### src/rtl/imem_boot_loader.sv
// imem_boot_loader
//   Streams a program into instruction memory over a valid/ready word stream
//   while holding the core in reset. Once the last word is written it keeps
//   core_reset high for RESET_HOLD more cycles and then releases the core,
//   which runs from PC 0. A load_start seen in RUN reloads a new program.
//
// Ports
//   clk, reset    rising-edge clock, synchronous active-high reset
//   load_start    one-cycle pulse starting a load of load_len words
//   load_len      program length in words, clamped to 2**ADDR_WIDTH
//   s_valid       stream word valid
//   s_data        stream word, word 0 first
//   s_ready       combinational: high in LOAD only
//   imem_we       imem write strobe, one cycle per accepted word
//   imem_addr     imem byte address (word index << 2)
//   imem_wdata    imem write data
//   core_reset    active-high reset driven to the core
//   busy          high in LOAD or HOLD
//   load_done     high in RUN
//   word_count    words written during the current load
module imem_boot_loader #(
    parameter int ADDR_WIDTH = 8,
    parameter int RESET_HOLD = 4
) (
    input  logic                  clk,
    input  logic                  reset,
    input  logic                  load_start,
    input  logic [ADDR_WIDTH:0]   load_len,
    input  logic                  s_valid,
    input  logic [31:0]           s_data,
    output logic                  s_ready,
    output logic                  imem_we,
    output logic [31:0]           imem_addr,
    output logic [31:0]           imem_wdata,
    output logic                  core_reset,
    output logic                  busy,
    output logic                  load_done,
    output logic [ADDR_WIDTH:0]   word_count
);

    localparam int HOLD_W = (RESET_HOLD > 1) ? $clog2(RESET_HOLD + 1) : 1;
    localparam logic [ADDR_WIDTH:0] MAX_LEN = {1'b1, {ADDR_WIDTH{1'b0}}};

    typedef enum logic [1:0] {IDLE, LOAD, HOLD, RUN} state_t;

    state_t              state;
    logic [ADDR_WIDTH:0] len;
    logic [HOLD_W-1:0]   hold_cnt;
    logic [ADDR_WIDTH:0] start_len;
    logic                handshake;

    assign s_ready   = (state == LOAD);
    assign handshake = s_valid & s_ready;
    assign start_len = (load_len > MAX_LEN) ? MAX_LEN : load_len;

    always_ff @(posedge clk) begin
        if (reset) begin
            state      <= IDLE;
            len        <= '0;
            hold_cnt   <= '0;
            core_reset <= 1'b1;
            imem_we    <= 1'b0;
            imem_addr  <= '0;
            imem_wdata <= '0;
            busy       <= 1'b0;
            load_done  <= 1'b0;
            word_count <= '0;
        end else begin
            imem_we <= 1'b0;
            case (state)
                IDLE, RUN: begin
                    if (load_start) begin
                        len        <= start_len;
                        word_count <= '0;
                        hold_cnt   <= '0;
                        core_reset <= 1'b1;
                        load_done  <= 1'b0;
                        busy       <= 1'b1;
                        state      <= (start_len == '0) ? HOLD : LOAD;
                    end
                end
                LOAD: begin
                    if (handshake) begin
                        imem_we    <= 1'b1;
                        imem_addr  <= {{(30 - ADDR_WIDTH){1'b0}}, word_count[ADDR_WIDTH-1:0], 2'b00};
                        imem_wdata <= s_data;
                        word_count <= word_count + 1'b1;
                        // Leaving LOAD on the last word is what saturates word_count at len.
                        if (word_count == len - 1'b1)
                            state <= HOLD;
                    end
                end
                HOLD: begin
                    if (hold_cnt == HOLD_W'(RESET_HOLD - 1)) begin
                        state      <= RUN;
                        core_reset <= 1'b0;
                        load_done  <= 1'b1;
                        busy       <= 1'b0;
                    end else begin
                        hold_cnt <= hold_cnt + 1'b1;
                    end
                end
            endcase
        end
    end

endmodule

### config.mk
export PLATFORM = sky130hd
export DESIGN_NAME = imem_boot_loader
export DESIGN_NICKNAME = d
export VERILOG_FILES = /design/src/rtl/imem_boot_loader.sv
export SDC_FILE = /design/constraint.sdc
export NUM_CORES = 1
export LEC_CHECK = 0
export BUFFER_PORTS_ARGS = -buffer_cell sky130_fd_sc_hd__buf_4
export CELL_PAD_IN_SITES_DETAIL_PLACEMENT = 1
export CELL_PAD_IN_SITES_GLOBAL_PLACEMENT = 2
export CORE_UTILIZATION = 26
export CTS_CLUSTER_DIAMETER = 60
export DETAILED_ROUTE_END_ITERATION = 8
export HOLD_SLACK_MARGIN = 0.02
export PLACE_DENSITY_LB_ADDON = 0.1
export SYNTH_ARGS = -nofsm -noshare
export SYNTH_HDL_FRONTEND = slang
export SYNTH_SLANG_ARGS = --single-unit
export TNS_END_PERCENT = 10
### constraint.sdc
create_clock -name clk -period 2.75 [get_ports clk]
set_input_delay 0.275 -clock clk [delete_from_list [all_inputs] [get_ports clk]]
set_output_delay 0.275 -clock clk [all_outputs]
set_load 0.005 [all_outputs]
# Word level (Yosys, flattened, before mapping)
# Cells that the tools add are included.
# totals
input_bits,45
register_bits,67
output_inout_bits,78
elab_cells,58
# classes
reduce_logical,12
addsub,3
n_eq_ne,10
magnitude_cmp,1
mux,20
n_bitwise,2
# ops
cell,count
9-bit two-way mux,3
9-bit one-hot mux with 2 select lines,1
2-bit two-way mux,5
"9-bit by 1-bit adder with 9-bit output, second input constant",1
9-bit == test,1
"9-bit greater-than comparator, second input constant",1
9-bit zero test,1
3-bit AND reduction,3
"9-bit by 1-bit subtractor with 9-bit output, second input constant",1
3-bit two-way mux,2
"2-bit inequality test, second input constant",3
2-bit one-hot mux with 3 select lines,1
3-bit one-hot mux with 2 select lines,1
1-bit two-way mux,5
"2-bit == test, second input constant",2
"2-bit by 1-bit inequality test with 1-bit output, second input constant",2
1-bit one-hot mux with 2 select lines,2
2-bit AND reduction,2
4-bit AND reduction,1
2-bit nonzero test,2
2-bit OR reduction,2
"3-bit by 1-bit adder with 3-bit output, second input constant",1
"3-bit by 2-bit == test with 1-bit output, second input constant",1
"2-bit by 1-bit == test with 1-bit output, second input constant",1
other kinds (3),3

# Longest topological paths before layout
# Gate-level depths: netlist (run 1).
# depth
word_depth,6
ltp_mapped,9
depth_no_buf,8

# Worst setup path after synthesis (run 1)
# No wires, ideal clock.
# synth_path
kind,register to register
startpoint,register state[0]
endpoint,register state[1]
path_slack_ns,0.843
stages_incl_launch_ff,10
path_buffers,1
required_ns,2.628
setup_ns,0.122
arrival_time_ns,1.785
synth_period_minus_slack_ns,1.907
cell_sequence,dfxtp_1 > inv_1 > ha_1 > buf_4 > nor2b_1 > nor3_2 > nand4_2 > nor4_4 > o211ai_1 > nor3b_2
# synth_between
elab_chain_len,4
word_cells_on_any_way,12
cone_classes,7 x eq/ne; 1 x mux; 1 x bitwise; 3 x reduce/logical
# synth_lines
item,line_no,rtl
"start, declared",46,state_t state;
"start signal, assigned",79,state <= (start_len == '0) ? HOLD : LOAD;
"2-bit by 1-bit == test with 1-bit output, or another cell as far along","52, 70",
1-bit bitwise AND or 2-bit OR reduction (tied branches),"53, 70",
2-bit by 1-bit inequality test with 1-bit output (no line) or 2-bit inequality test (tied branches),-,
4-bit AND reduction (no line),-,
# Parallel ways exist; a longest one is shown, timed or not.
# A chain may end at the register's enable or synchronous reset.

# Final worst setup path (run 1)
# Ends and elaborated chain as after synthesis.

==> results of run 1 <==
-- power by group through the flow --
stage | Clock, mW | Combinational [mW] | Sequential (mW)
after floorplan | 0 | 0.603 | 1.14
after global placement | 0 | 0.854 | 1.15
after detailed placement | 0 | 0.871 | 1.15
after CTS | 1.16 | 0.875 | 1.13
after global routing | 1.20 | 0.967 | 1.14
final | 1.11 | 0.854 | 1.13
-- cell usage in the layout (no fill, tap or decap), types with 2 or more instances in the layout --
cell type,n
buf_4,102
nand2_1,91
dfxtp_1,67
a21oi_1,63
nor2_1,25
conb_1,24
xor2_1,12
nor3b_1,11
clkbuf_16,9
inv_1,7
o21ai_0,6
xnor2_1,6
ha_1,6
nor3_1,5
nor2b_1,4
nand4_1,4
and3_1,4
nand3_1,4
nor3_2,3
mux2i_1,2
or3_1,2
nor4_4,2
o211ai_1,2
clkinv_2,2
-- cell type report --
cell class | count | area [um2] | share of cell area (%)
Clock buffer | 11 | 243 | 5.88
Clock inverter | 3 | 40.0 | 0.970
Inverter | 7 | 26.3 | 0.637
Multi-Input combinational cell | 288 | 1530 | 37.1
Sequential cell | 67 | 1340 | 32.5
Tap cell | 143 | 179 | 4.33
Timing Repair Buffer | 102 | 766 | 18.6
-- cell usage after synthesis --
| library cell | number |
|---|---|
| and3_1 | 4 |
| o21bai_1 | 1 |
| o41ai_1 | 1 |
| nor2_2 | 1 |
| nand3_1 | 4 |
| a22oi_1 | 1 |
| dfxtp_1 | 67 |
| o22ai_2 | 1 |
| and2b_1 | 1 |
| buf_4 | 26 |
| mux2i_1 | 2 |
| o21ai_0 | 6 |
| nor3b_1 | 11 |
| nand2_1 | 91 |
| inv_1 | 7 |
| a21oi_1 | 63 |
| xnor2_1 | 6 |
| nand4_2 | 1 |
| nor3_2 | 3 |
| a31oi_2 | 1 |
| clkbuf_8 | 1 |
| conb_1 | 1 |
| or3_1 | 2 |
| nor3b_2 | 1 |
| buf_6 | 1 |
| nand4_1 | 4 |
| nor4_1 | 1 |
| o211ai_1 | 2 |
| xor2_1 | 12 |
| buf_2 | 1 |
| nor4_4 | 2 |
| nor2_1 | 25 |
| clkbuf_1 | 17 |
| nand2b_1 | 1 |
| nor3_1 | 5 |
| and2_1 | 1 |
| nor2b_1 | 4 |
| ha_1 | 6 |
-- routing by layer --
layer / part of all wire, % / global-route usage [%] / vias to the layer above
met1: 44 / 17.5 / 1281
met2: 48 / 24.5 / 67
met5: 0 / 0 / -
li1: - / - / 1405
met3: 6.5 / 5.90 / 5
met4: 1.1 / 4.59 / 0
-- metrics by stage --
stage               hold slack [ps]  area (um2)  total power [mW]  worst slack (ps)
CTS                             175        4130              3.17               568
finish                          186        4130              3.10               609
global route                    178        4130              3.31               414
detailed placement              447        3840              2.02               584
floorplan                       409        3190              1.75               843
global placement                443        3840              2.00               694
-- cells by family after synthesis --
group                      Yosys count  share of synthesized area (%)
DFF                                 67                           43.2
muxes                                2                          0.645
other                                1                          0.121
and+or+nand+nor                    162                           25.2
xor gates and xnor gates            18                           5.08
adders and majority gates            6                           2.42
buffers and inverters               53                           10.2
AOI/OAI and AO/OA                   76                           13.2
-- state kept, by name, summed over array words and instances (netlist names) --
register and flops:
busy 1, core_reset 1, hold_cnt 3, imem_addr 8, imem_wdata 32, imem_we 1
len 9, load_done 1, state 2, word_count 9
-- worst paths after layout --
check	from	to	slack [ps]	depth (start not counted)
worst max-delay path	state[0]$_SDFFE_PP0P_	state[1]$_SDFFE_PP0P_	610	8
worst min-delay path	s_data[13]	imem_wdata[13]$_SDFFE_PP0P_	190	3
worst max register to register	state[0]$_SDFFE_PP0P_	state[1]$_SDFFE_PP0P_	610	8
worst min register to register	imem_wdata[29]$_SDFFE_PP0P_	imem_wdata[29]$_SDFFE_PP0P_	450	2
-- worst max-delay path, cell delays in order (launching register included) --
cell      delay [ps]
dfxtp_1          330
inv_1             60
ha_1             450
nor2b_1          220
nor3_2           170
nand4_2          120
nor4_4           380
o211ai_1         110
nor3b_2          170
==> flow_summary.json, run 1 <==
{
  "ys_types": 38,
  "final_cell_count_no_fill": 621,
  "p_int_mw": 2.13,
  "vias": 2758,
  "diodes": 0,
  "syn2layout_area_growth_pct": 33.0,
  "fin_crit_ps": 2140,
  "slew_headroom_pct": 58.4,
  "design.core.area_mm2": 0.0115,
  "drt_wl_total_um": 8640,
  "synthCells": 385,
  "hold_buffers": 0,
  "cts.path.max_buffers": 2,
  "grt_usage_pct": 14.8,
  "grt_first_pass_wirelength_um": 14300,
  "timing_hold_violations_final": 0,
  "root_buffer": "clkbuf_16",
  "seq_power_share_pct": 36.5,
  "clkLatencyLatePin_ps": 330,
  "ctsResizeCount": 0,
  "switching_share_pct": 31.1,
  "io_pins": 123,
  "cts_htree_levels": 3,
  "die_h_um": 111,
  "ys_seq_area_share_pct": 43.2,
  "yosysTopAreaCell": "dfxtp_1",
  "die_area_mm2": 0.0124,
  "overflow": 0,
  "min_period_over_period_pct": 77.9,
  "drt_iter0_markers": 99,
  "dp_hpwl_um": 6060,
  "rsz0062_at_grt": "no",
  "synth.area.top_cells": "dfxtp_1 (43%), nand2_1 (11%), a21oi_1 (10%)",
  "postCtsSetupRepairBufs": 0,
  "p_comb_share_pct": 27.6,
  "io_buffers": 98,
  "path_clk_slew_ps": 50,
  "gp_congestion": 0.687,
  "rows": 39,
  "violations": "design-rule violations",
  "synth.cell_area_mm2": 0.00310,
  "cts_made_buffers": 9,
  "p_per_area_mw_per_mm2": 751,
  "initial_core_util_pct": 26.9,
  "drive_gt1_share_pct": 26.2,
  "crit_path_end_kind": "register",
  "grt_antenna_before_repair": 0,
  "crit_type": "reg -> reg",
  "fmax_ghz": 0.467,
  "p_leak_nw": 1.75,
  "hp-class": "in -> reg",
  "cp.required_ps": 2960,
  "grt_max_degree": 42,
  "status": "complete, but fails checks",
  "first_pass_iters": 9,
  "tightest_slew_ps": 622,
  "maxCapViolations": 0,
  "tns_ps": 0,
  "cts_tree": "built",
  "setup_viol": 0,
  "placed_cells": 607,
  "cts_num_sinks": 67,
  "finClkSkew_ps": 4.13,
  "clock_power_share_pct": 35.9,
  "ir_worst_vdd_mv": 0.343,
  "ys_ff_latch": 67,
  "nNetsFinal": 526,
  "post_synth.cell_area_avg_um2": 8.06,
  "drc": 18,
  "ant_nets": 0,
  "die_x_um": 111,
  "yosysWarnings": 0,
  "wl_per_cell_um": 13.9,
  "fillers": 1408,
  "crit_path_start_kind": "register",
  "grt_pass1_vias": 2885,
  "viasPerCell": 4.44,
  "slew_viol_final": 0,
  "final_core_util_pct": 35.8,
  "path_max_fanout": 10,
  "crit_arrival_ps": 2350,
  "power_switching_mw": 0.965,
  "synth.top_cell.area_share_pct": 43.2
}
Note: power is estimated with default switching activity, not from simulation.
==> run 2: changes to the inputs <==
- CORE_UTILIZATION: 26 -> 24
- clock period: 2.75 -> 1.8 ns (I/O delays scaled with it)
==> flow_summary.json, run 2 (synthesis gave the netlist of run 1 again) <==
{
  "tightest_slew_ps": 588,
  "hp-class": "in -> reg",
  "wl_per_cell_um": 13.5,
  "fin_ws_ps": -54.3,
  "crit_path_end_kind": "register",
  "grt_pass1_vias": 2769,
  "drt_wl_total_um": 9040,
  "design.core.area_mm2": 0.0126,
  "largest_register_ffs": 32,
  "tns_ps": -94.1,
  "drt_iter0_markers": 70,
  "critPathSlowestCell": "dfxtp_2",
  "initial_core_util_pct": 24.6,
  "power_mw": 4.89,
  "first_pass_iters": 4,
  "violations": "negative setup slack",
  "ant_nets": 0,
  "drive_gt1_share_pct": 31.7,
  "cp-startpoint": "hold_cnt[0]$_SDFFE_PP0P_",
  "fmax_ghz": 0.539,
  "rows": 41,
  "ir_worst_vdd_mv": 0.445,
  "min_period_over_period_pct": 103,
  "die_h_um": 116,
  "cts_num_sinks": 67,
  "p_per_area_mw_per_mm2": 1120,
  "rsz0062_at_grt": "yes",
  "cts.path.max_buffers": 2,
  "multi_input_area_mm2": 0.00156,
  "finClkSkew_ps": 4.55,
  "vias": 2822,
  "clkLatencyLatePin_ps": 330,
  "cts_htree_levels": 3,
  "dpl_worst_slack_ps": -44.1,
  "grt_first_pass_wirelength_um": 14000,
  "largestRegisters": "imem_wdata (32), len (9), word_count (9)",
  "critPathMaxStageDelay_ps": 340,
  "reg2reg_from": "hold_cnt[0]$_SDFFE_PP0P_",
  "overflow": 0,
  "viasPerCell": 4.21,
  "crit_type": "reg -> reg",
  "status": "complete, but fails checks",
  "path_max_fanout": 3,
  "path_clk_slew_ps": 50,
  "grt_usage_pct": 14.0,
  "grt_antenna_before_repair": 0,
  "maxCapViolations": 0,
  "final_cell_mix": "buf_4 (120), nand2_1 (91), a21oi_1 (62)",
  "die_x_um": 116,
  "crit_path_cell_trace": "ha_1, ha_2, and2b_1, nor3_2, nand4_2, nor4_4, o211ai_1, nor3b_2",
  "fillers": 1555,
  "grt_max_degree": 51,
  "setup_viol": 2,
  "cts_made_buffers": 9,
  "hold_buffers": 0,
  "crit_path_start_kind": "register",
  "ff_latch_area_mm2": 0.00135,
  "p_leak_nw": 1.85,
  "final_core_util_pct": 34.6,
  "io_buffers": 98,
  "io_pins": 123,
  "die_area_mm2": 0.0134,
  "gp_congestion": 0.730,
  "syn2layout_area_growth_pct": 40.6,
  "nNetsFinal": 546,
  "cts_tree": "built",
  "crit_arrival_ps": 2050,
  "diodes": 0,
  "dp_hpwl_um": 6490,
  "timing_hold_violations_final": 0,
  "final_common_cell": "buf_4",
  "slew_viol_final": 0,
  "root_buffer": "clkbuf_16",
  "drc": 0,
  "cp.required_ps": 1990,
  "fin_crit_ps": 1850,
  "slew_headroom_pct": 60.8,
  "regMostFlops": "imem_wdata",
  "hold_start": "s_data[0]"
}
-- run 2: cell types whose count changed in the layout (fill, tap and decap cells not counted), sizes merged --
cell      change
bufinv        -1
clkbuf        +1
clkinv        -1
buf          +20
clkinvlp      +1
-- run 2: cell type report --
cell class                 count  share of cell area (%)
multi-input combinational    288                    35.8
sequential                    67                    30.9
timing repair buffer         122                    21.6
clock buffer                  12                    5.88
tap                          172                    4.93
inverter                       7                   0.602
clock inverter                 2                   0.287
-- run 2: power by group --
part	internal, mW	switching, mW
Sequential	1.63	0.109
Clock	0.989	0.628
Combinational	0.730	0.807
-- run 2: metrics by stage --
step / hold slack, ps / cells / cell area [um2]
global placement: 428 / 655 / 4050
finish: 92.1 / 670 / 4360
detailed placement: 440 / 655 / 4050
floorplan: 314 / 408 / 3190
global route: 80.6 / 670 / 4360
CTS: 77.1 / 670 / 4330
-- run 2: layer usage --
layer	global-route usage, %	wire, um
met1	16.4	4010
met2	23.3	4340
met3	5.44	573
met4	4.62	114
met5	0	0
-- run 2: final timing paths --
path	end	slack [ps]	cells past startpoint
max	state[1]$_SDFFE_PP0P_	-50	8
max reg2reg	state[1]$_SDFFE_PP0P_	-50	8
min	imem_wdata[0]$_SDFFE_PP0P_	90	3
min reg2reg	imem_wdata[18]$_SDFFE_PP0P_	450	2
-- run 2: worst max-delay path, delay by kind of cell (launching register included) --
kind / cells / cell delay, ps
simple gates: 5 / 950
fa+ha+maj: 2 / 340
compound gates: 1 / 110
flops: 1 / 340
-- run 2: timing repair --
action / 4_1_cts / 5_1_grt
buffers inserted: 1 / 0
setup endpoints to repair: 4 / 10
pin swaps: 2 / 5
gates resized for setup: 0 / 14
